### src/rtl/operand_fetch.sv
// RV32I operand fetch: decodes, reads/bypasses operands and registers them for EX; 1-cycle latency.
// Holds one instruction; in_ready drops on output backpressure, load-use hazard, flush or reset.
module operand_fetch #(
    parameter int XLEN = 32
) (
    input  logic            clk,
    input  logic            rst,
    input  logic            in_valid,
    output logic            in_ready,
    input  logic [31:0]     in_instr,
    input  logic [31:0]     in_pc,
    output logic [4:0]      ReadRegister1,
    output logic [4:0]      ReadRegister2,
    input  logic [XLEN-1:0] ReadData1,
    input  logic [XLEN-1:0] ReadData2,
    input  logic            wb_en,
    input  logic [4:0]      wb_rd,
    input  logic [XLEN-1:0] wb_data,
    input  logic            hz_busy,
    input  logic [4:0]      hz_rd,
    input  logic            flush,
    output logic            out_valid,
    input  logic            out_ready,
    output logic [31:0]     out_pc,
    output logic [XLEN-1:0] out_rs1_val,
    output logic [XLEN-1:0] out_rs2_val,
    output logic [31:0]     out_imm,
    output logic [4:0]      out_rd,
    output logic [6:0]      out_opcode,
    output logic [2:0]      out_funct3,
    output logic            out_funct7b5,
    output logic            out_illegal
);

    localparam logic [6:0] OPC_LUI    = 7'b0110111;
    localparam logic [6:0] OPC_AUIPC  = 7'b0010111;
    localparam logic [6:0] OPC_JAL    = 7'b1101111;
    localparam logic [6:0] OPC_JALR   = 7'b1100111;
    localparam logic [6:0] OPC_BRANCH = 7'b1100011;
    localparam logic [6:0] OPC_LOAD   = 7'b0000011;
    localparam logic [6:0] OPC_STORE  = 7'b0100011;
    localparam logic [6:0] OPC_OPIMM  = 7'b0010011;
    localparam logic [6:0] OPC_OP     = 7'b0110011;
    localparam logic [6:0] OPC_FENCE  = 7'b0001111;
    localparam logic [6:0] OPC_SYSTEM = 7'b1110011;

    logic [6:0]      opcode;
    logic [4:0]      rs1;
    logic [4:0]      rs2;
    logic            uses_rs1;
    logic            uses_rs2;
    logic            illegal;
    logic            stall;
    logic            xfer_in;
    logic [31:0]     imm;
    logic [XLEN-1:0] rs1_val;
    logic [XLEN-1:0] rs2_val;

    assign opcode        = in_instr[6:0];
    assign rs1           = in_instr[19:15];
    assign rs2           = in_instr[24:20];
    assign ReadRegister1 = rs1;
    assign ReadRegister2 = rs2;

    always_comb begin
        uses_rs1 = !(opcode == OPC_LUI || opcode == OPC_AUIPC || opcode == OPC_JAL);
        uses_rs2 = (opcode == OPC_OP || opcode == OPC_STORE || opcode == OPC_BRANCH);
        illegal  = 1'b0;
        imm      = '0;
        case (opcode)
            OPC_LOAD, OPC_OPIMM, OPC_JALR, OPC_FENCE, OPC_SYSTEM:
                imm = {{20{in_instr[31]}}, in_instr[31:20]};
            OPC_STORE:
                imm = {{20{in_instr[31]}}, in_instr[31:25], in_instr[11:7]};
            OPC_BRANCH:
                imm = {{19{in_instr[31]}}, in_instr[31], in_instr[7],
                       in_instr[30:25], in_instr[11:8], 1'b0};
            OPC_LUI, OPC_AUIPC:
                imm = {in_instr[31:12], 12'b0};
            OPC_JAL:
                imm = {{11{in_instr[31]}}, in_instr[31], in_instr[19:12],
                       in_instr[20], in_instr[30:21], 1'b0};
            OPC_OP:
                imm = '0;
            default:
                illegal = 1'b1;
        endcase
    end

    // The register file only commits at the edge, so a same-cycle writeback must be forwarded.
    function automatic logic [XLEN-1:0] sel_operand(
        input logic [4:0]      rs,
        input logic [XLEN-1:0] rf_val,
        input logic            wen,
        input logic [4:0]      wrd,
        input logic [XLEN-1:0] wdat
    );
        if (rs == 5'd0)
            return '0;
        else if (wen && wrd == rs)
            return wdat;
        else
            return rf_val;
    endfunction

    assign rs1_val = sel_operand(rs1, ReadData1, wb_en, wb_rd, wb_data);
    assign rs2_val = sel_operand(rs2, ReadData2, wb_en, wb_rd, wb_data);

    assign stall = in_valid && hz_busy && (hz_rd != 5'd0) &&
                   ((uses_rs1 && hz_rd == rs1) || (uses_rs2 && hz_rd == rs2));

    assign in_ready = rst && (!out_valid || out_ready) && !stall && !flush;
    assign xfer_in  = in_valid && in_ready;

    always_ff @(posedge clk or negedge rst) begin
        if (!rst) begin
            out_valid    <= 1'b0;
            out_pc       <= '0;
            out_rs1_val  <= '0;
            out_rs2_val  <= '0;
            out_imm      <= '0;
            out_rd       <= '0;
            out_opcode   <= '0;
            out_funct3   <= '0;
            out_funct7b5 <= 1'b0;
            out_illegal  <= 1'b0;
        end else if (flush) begin
            out_valid <= 1'b0;
        end else if (xfer_in) begin
            out_valid    <= 1'b1;
            out_pc       <= in_pc;
            out_rs1_val  <= rs1_val;
            out_rs2_val  <= rs2_val;
            out_imm      <= imm;
            out_rd       <= in_instr[11:7];
            out_opcode   <= opcode;
            out_funct3   <= in_instr[14:12];
            out_funct7b5 <= in_instr[30];
            out_illegal  <= illegal;
        end else if (out_valid && out_ready) begin
            out_valid <= 1'b0;
        end
    end

endmodule

### config.mk
export PLATFORM = sky130hd
export DESIGN_NAME = operand_fetch
export DESIGN_NICKNAME = d
export VERILOG_FILES = /design/src/rtl/operand_fetch.sv
export SDC_FILE = /design/constraint.sdc
export NUM_CORES = 1
export LEC_CHECK = 0
export CORE_ASPECT_RATIO = 0.6
export CORE_MARGIN = 3
export CORE_UTILIZATION = 35
export DETAILED_ROUTE_END_ITERATION = 8
export PLACE_DENSITY = 0.71
export SLEW_MARGIN = 20
export SYNTH_ARGS = -nofsm -noshare
export SYNTH_HDL_FRONTEND = slang
export SYNTH_SLANG_ARGS = --single-unit
### constraint.sdc
create_clock -name clk -period 2 [get_ports clk]
set_input_delay 0.3 -clock clk [delete_from_list [all_inputs] [get_ports clk]]
set_output_delay 0.3 -clock clk [all_outputs]
set_load 0.005 [all_outputs]
Word-level counts from Yosys, hierarchy flattened
Index checks and enable logic that the tools add are counted.
{"block": "totals", "out_inout_bits": 157, "elab_cells": 65, "in_bits": 177, "regBits": 146}
{"block": "classes", "n_mux": 9, "eq_ne": 15, "bitwise": 1, "n_reduce_logical": 30}
{"operator": "$pmux W32 S5", "n": 1}
{"operator": "$mux W32", "n": 4}
{"operator": "$eq A7 B7 Y1 const B", "n": 4}
{"operator": "$eq A7 B6 Y1 const B", "n": 3}
{"operator": "$eq A5 B5 Y1", "n": 4}
{"operator": "$eq A7 B5 Y1 const B", "n": 2}
{"operator": "$logic_and A1 B1 Y1", "n": 12}
{"operator": "$reduce_or A11 Y1", "n": 1}
{"operator": "$logic_not A5 Y1", "n": 2}
{"operator": "$eq A7 B2 Y1 const B", "n": 1}
{"operator": "$eq A7 B4 Y1 const B", "n": 1}
{"operator": "$logic_or A1 B1 Y1", "n": 6}
{"operator": "$reduce_bool A5 Y1", "n": 1}
{"operator": "$reduce_or A5 Y1", "n": 1}
{"operator": "$logic_not A1 Y1", "n": 4}
{"operator": "$mux W1", "n": 4}
{"operator": "$reduce_bool A3 Y1", "n": 1}
{"operator": "$reduce_and A2 Y1", "n": 1}
{"operator": "$reduce_or A2 Y1", "n": 1}
{"operator": "$not A1 Y1", "n": 1}

Longest topological paths before layout
{"block": "logic_depth", "ltp_word": 13, "ltp_mapped": 9, "mapped_depth_nobuf": 5}

Worst setup path before layout
OpenSTA, ideal clock, no wires.
{"block": "synth_path", "path_kind": "input-to-reg", "from": "input port in_instr[3]", "to": "register out_opcode[3]", "setup_time_ns": 0.125, "t_required_ns": 1.875, "n_path_buf": 3, "slack_ns": -0.288, "t_arrival_ns": 2.163, "path_stages": 8, "cell_sequence": "buf_2 -> or3b_1 -> a211o_1 -> nor4_4 -> or3_1 -> buf_6 -> buf_6 -> mux2_4"}
{"block": "synth_via", "elab_chain_cells": 12, "elab_cells_between_ends": 20, "cone_classes": "eq/ne (6); reduce/logical (14)"}
{"item": "start, declared", "line_no": "10", "source": "input logic [31:0] in_instr,"}
{"item": "$eq A7 B6 Y1 / $eq A7 B5 Y1 (equally long branches)", "line_no": "66", "source": "uses_rs1 = !(opcode == OPC_LUI || opcode == OPC_AUIPC || opcode == OPC_JAL);"}
{"item": "$logic_or A1 B1 Y1 (2 in series)", "line_no": "66"}
{"item": "$logic_not A1 Y1", "line_no": "66"}
{"item": "$logic_and A1 B1 Y1", "line_no": "110", "source": "((uses_rs1 && hz_rd == rs1) || (uses_rs2 && hz_rd == rs2));"}
{"item": "$logic_or A1 B1 Y1", "line_no": "110"}
{"item": "$logic_and A1 B1 Y1", "line_no": "109", "source": "assign stall = in_valid && hz_busy && (hz_rd != 5'd0) &&"}
{"item": "$logic_not A1 Y1", "line_no": "112", "source": "assign in_ready = rst && (!out_valid || out_ready) && !stall && !flush;"}
{"item": "$logic_and A1 B1 Y1 (2 in series)", "line_no": "112"}
{"item": "$logic_and A1 B1 Y1", "line_no": "113", "source": "assign xfer_in = in_valid && in_ready;"}
{"item": "$reduce_and A2 Y1 (no line)"}
{"item": "end signal, assigned", "line_no": "136", "source": "out_opcode <= opcode;"}
{"item": "end, declared", "line_no": "29", "source": "output logic [6:0] out_opcode,"}
Parallel ways exist; a longest one is shown, timed or not.
A chain may end at the register's enable or synchronous reset.

Final worst setup path
{"block": "layout_path", "from": "input port hz_rd[3]", "to": "register out_opcode[5]"}
{"block": "layout_via", "elab_chain_cells": 9, "elab_cells_between_ends": 13, "cone_classes": "eq/ne (2); reduce/logical (11)"}
{"item": "start, declared", "line_no": "20", "source": "input logic [4:0] hz_rd,"}
{"item": "$eq A5 B5 Y1", "line_no": "110"}
{"item": "$logic_and A1 B1 Y1", "line_no": "110"}
{"item": "$logic_or A1 B1 Y1", "line_no": "110"}
{"item": "$logic_and A1 B1 Y1 (*)", "line_no": "109"}
{"item": "$logic_not A1 Y1 (*)", "line_no": "112"}
{"item": "$logic_and A1 B1 Y1 (*) (2 in series)", "line_no": "112"}
{"item": "$logic_and A1 B1 Y1 (*)", "line_no": "113"}
{"item": "$reduce_and A2 Y1 (no line) (*)"}
Every way passes the cells marked *; elsewhere a longest branch is shown, timed or not.

==> impl_metrics.ini <==
[outcome]
status = finished, violations left
violations = setup timing

[timing]
post-route-period-util = 1.07
finalSetupTns_ps = -11330
slew_headroom = 0.566
slew_violations = 0
hold_violations = 0
period_needed_ps = 2140
worst_slew_pin_slew_ps = 634
grt_setup_unrepaired = true
skew_ps = 8.14
max_freq_ghz = 0.467
setup_ws_ps = -139
setup_viol = 126

[power_and_ir_drop]
clockPowerShare = 0.324
p_leak_nw = 5.47
p_int_mw = 7.64
p_seq_frac = 0.367
p_per_area_mw_per_mm2 = 790
combPwrFrac = 0.309
swShare = 0.266
netSwitchingPower_mw = 2.78
ir_worst_vdd_uv = 591

[critical_path]
reg2reg_from = out_valid
reg2reg_depth = 8
slowest_stage = or4_4
r2r_slack_ps = -40
cp.arrival_ps = 2460
worstReg2RegEnd = out_rs1_val[22]
crit_start = hz_rd[3]
crit_fanout = 10
critPathMaxStageDelay_ps = 530
critPathRequiredTime_ps = 2320
cp_common_cell = buf_6
critical_path_class = input port to register
setup.worst_path.start_class = input port
end_kind = register
path_cells = buf_6, or4_4, o21ai_4, nor4_4, buf_6, buf_4, or3_4, buf_12, mux2_4

[logic_synthesis]
synthDistinctLibCells = 52
async_flop_share = 1.00
synth_warnings = 0
synth-main-ff-cell = dfrtp_1
synth_edf_count = 0
synth_nets = 873
yosysSeqAreaShare = 0.479
syn_area_per_cell_sq_um = 11.0
synth.ff_latch_count = 146
netlist_area_sq_mm = 0.00763
synthCells = 696

[hold_path]
hold-path-endpoint = out_opcode[3]
hold_path.class = input port to register
hold_depth = 3
hold_start = in_instr[3]

[layout]
final_area_sq_mm = 0.0132
antenna_cells = 0
num-fill-cells = 1720
nets = 1258
final_common_cell = clkdlybuf4s50_1
final_cell_mix = clkdlybuf4s50_1, dfrtp_1, mux2_4
seqCellArea_sq_mm = 0.00365
drive_gt1_frac = 0.264
multi_input_area_sq_mm = 0.00391
layoutNonFillerInstCount = 1373
syn_to_final_growth_pct = 72.9

[placed_design]
dp.cells = 1313
dp_hpwl_um = 21800
pre_cts_ws_ps = -898
placed_cell_area_sq_mm = 0.0119
place_congestion = 0.886
io_buffer_count = 333

[grt]
grt_max_degree = 89
grt_first_pass_wirelength_um = 47100
overflow = 0
grt_pass1_vias = 7596
grt_usage = 0.263
antenna_found_initial = 2

[clocking]
clock_latency_ps = 430
numClockSinks = 146
h-tree-depth = 4
ctsLongestPathBuffers = 2
path_clk_slew_ps = 70
cts_tree = built
cts-buffers-inserted = 17
cts-root-buf = clkbuf_16

[die]
die-width_um = 197
core_area_sq_mm = 0.0212
io_pins = 334
start_util = 0.360
row_count = 41
dieArea_sq_mm = 0.0237
fp.dieH_um = 120

[detailed_routing]
drtAntennaViolNets = 0
vias = 7460
routed_via_density = 5.43
wl_per_cell_um = 23.0
drt-total-wl_um = 31600
drt_iter0_markers = 579
firstDrtPassIters = 8
drc = 0

[run]
maxCapViolations = 0
==> sequential cells by signal, summed over array words and instances (netlist names) <==
| signal | cells |
|---|---|
| out_funct3 | 3 |
| out_imm | 32 |
| out_opcode | 7 |
| out_rs2_val | 32 |
| out_funct7b5 | 1 |
| out_pc | 32 |
| out_rd | 5 |
| out_illegal | 1 |
| out_rs1_val | 32 |
| out_valid | 1 |
==> Yosys cell counts (6+ instances only) <==
| cell | n | area (sq um) |
|---|---|---|
| a21oi_1 | 77 | 385 |
| a32o_1 | 9 | 90.1 |
| buf_2 | 10 | 50.1 |
| buf_4 | 10 | 75.1 |
| buf_6 | 6 | 67.6 |
| clkbuf_1 | 45 | 169 |
| dfrtp_1 | 146 | 3650 |
| inv_1 | 8 | 30.0 |
| mux2_2 | 96 | 1080 |
| mux2_4 | 31 | 465 |
| mux2i_1 | 6 | 60.1 |
| nand2_1 | 17 | 63.8 |
| nand3_1 | 67 | 335 |
| o21ai_0 | 80 | 400 |
| o31ai_1 | 13 | 97.6 |
| xnor2_1 | 21 | 184 |
==> power by group through the flow <==
stage          clock network [mW]  registers [mW]  logic, mW
4_1_cts                      3.46            3.82       3.17
5_1_grt                      3.58            3.89       3.40
2_1_floorplan                   0            3.85      0.990
3_3_place_gp                    0            3.83       2.97
6_report                     3.38            3.82       3.22
3_5_place_dp                    0            3.85       3.00
==> worst max-delay path by stage <==
stage | endpoint | cells after the start
6_report | out_opcode[5] | 9
5_1_grt | in_ready | 8
4_1_cts | in_ready | 8
3_5_place_dp | in_ready | 8
3_3_place_gp | in_ready | 8
2_1_floorplan | out_opcode[3] | 8
==> metal layers <==
layer  track usage  wire length (um)  vias up
li1              -                 -     3309
met1         0.382             14600     3740
met2         0.386             13700      368
met3        0.0732              2770       41
met4        0.0690               528        2
met5             0                11        -
==> critical path: cells and delay by family <==
kind,cells,cell delay [ps]
buffers and inverters,4,550
multiplexers,1,300
AO/OA/AOI/OAI,1,210
AND/OR/NAND/NOR,3,1080
==> area by class of cell <==
class	instances	share of cell area
inverters	8	0.00228
well taps	279	0.0265
clock buffers	18	0.0333
clock inverters	14	0.0135
multi-input cells	470	0.296
flip-flops and latches	146	0.277
repair buffers	438	0.352
==> cells by family after synthesis <==
group,Yosys count,share of synthesized area
DFF,146,0.479
and+or+nand+nor,119,0.0872
muxes,133,0.210
buffers and inverters,80,0.0518
xor gates and xnor gates,21,0.0241
AOI/OAI and AO/OA,197,0.148
==> metrics by stage <==
step,hold WS [ps],utilization,power [mW]
final,221,0.623,10.4
after global routing,201,0.623,10.9
after CTS,183,0.611,10.4
after detailed placement,427,0.560,6.86
after global placement,432,0.560,6.80
after floorplan,4.41,-,4.84
==> repair_timing <==
item / in CTS / in global routing
endpoints found under the setup margin: 147 / 174
buffers inserted: 14 / 5
gates resized for setup: 103 / 25
hold buffers: 1 / 0
hold endpoints to repair: 87 / 0
cloned: 5 / 5
pin swaps: 11 / 11
No activity file was read; power rests on OpenSTA's default activity.
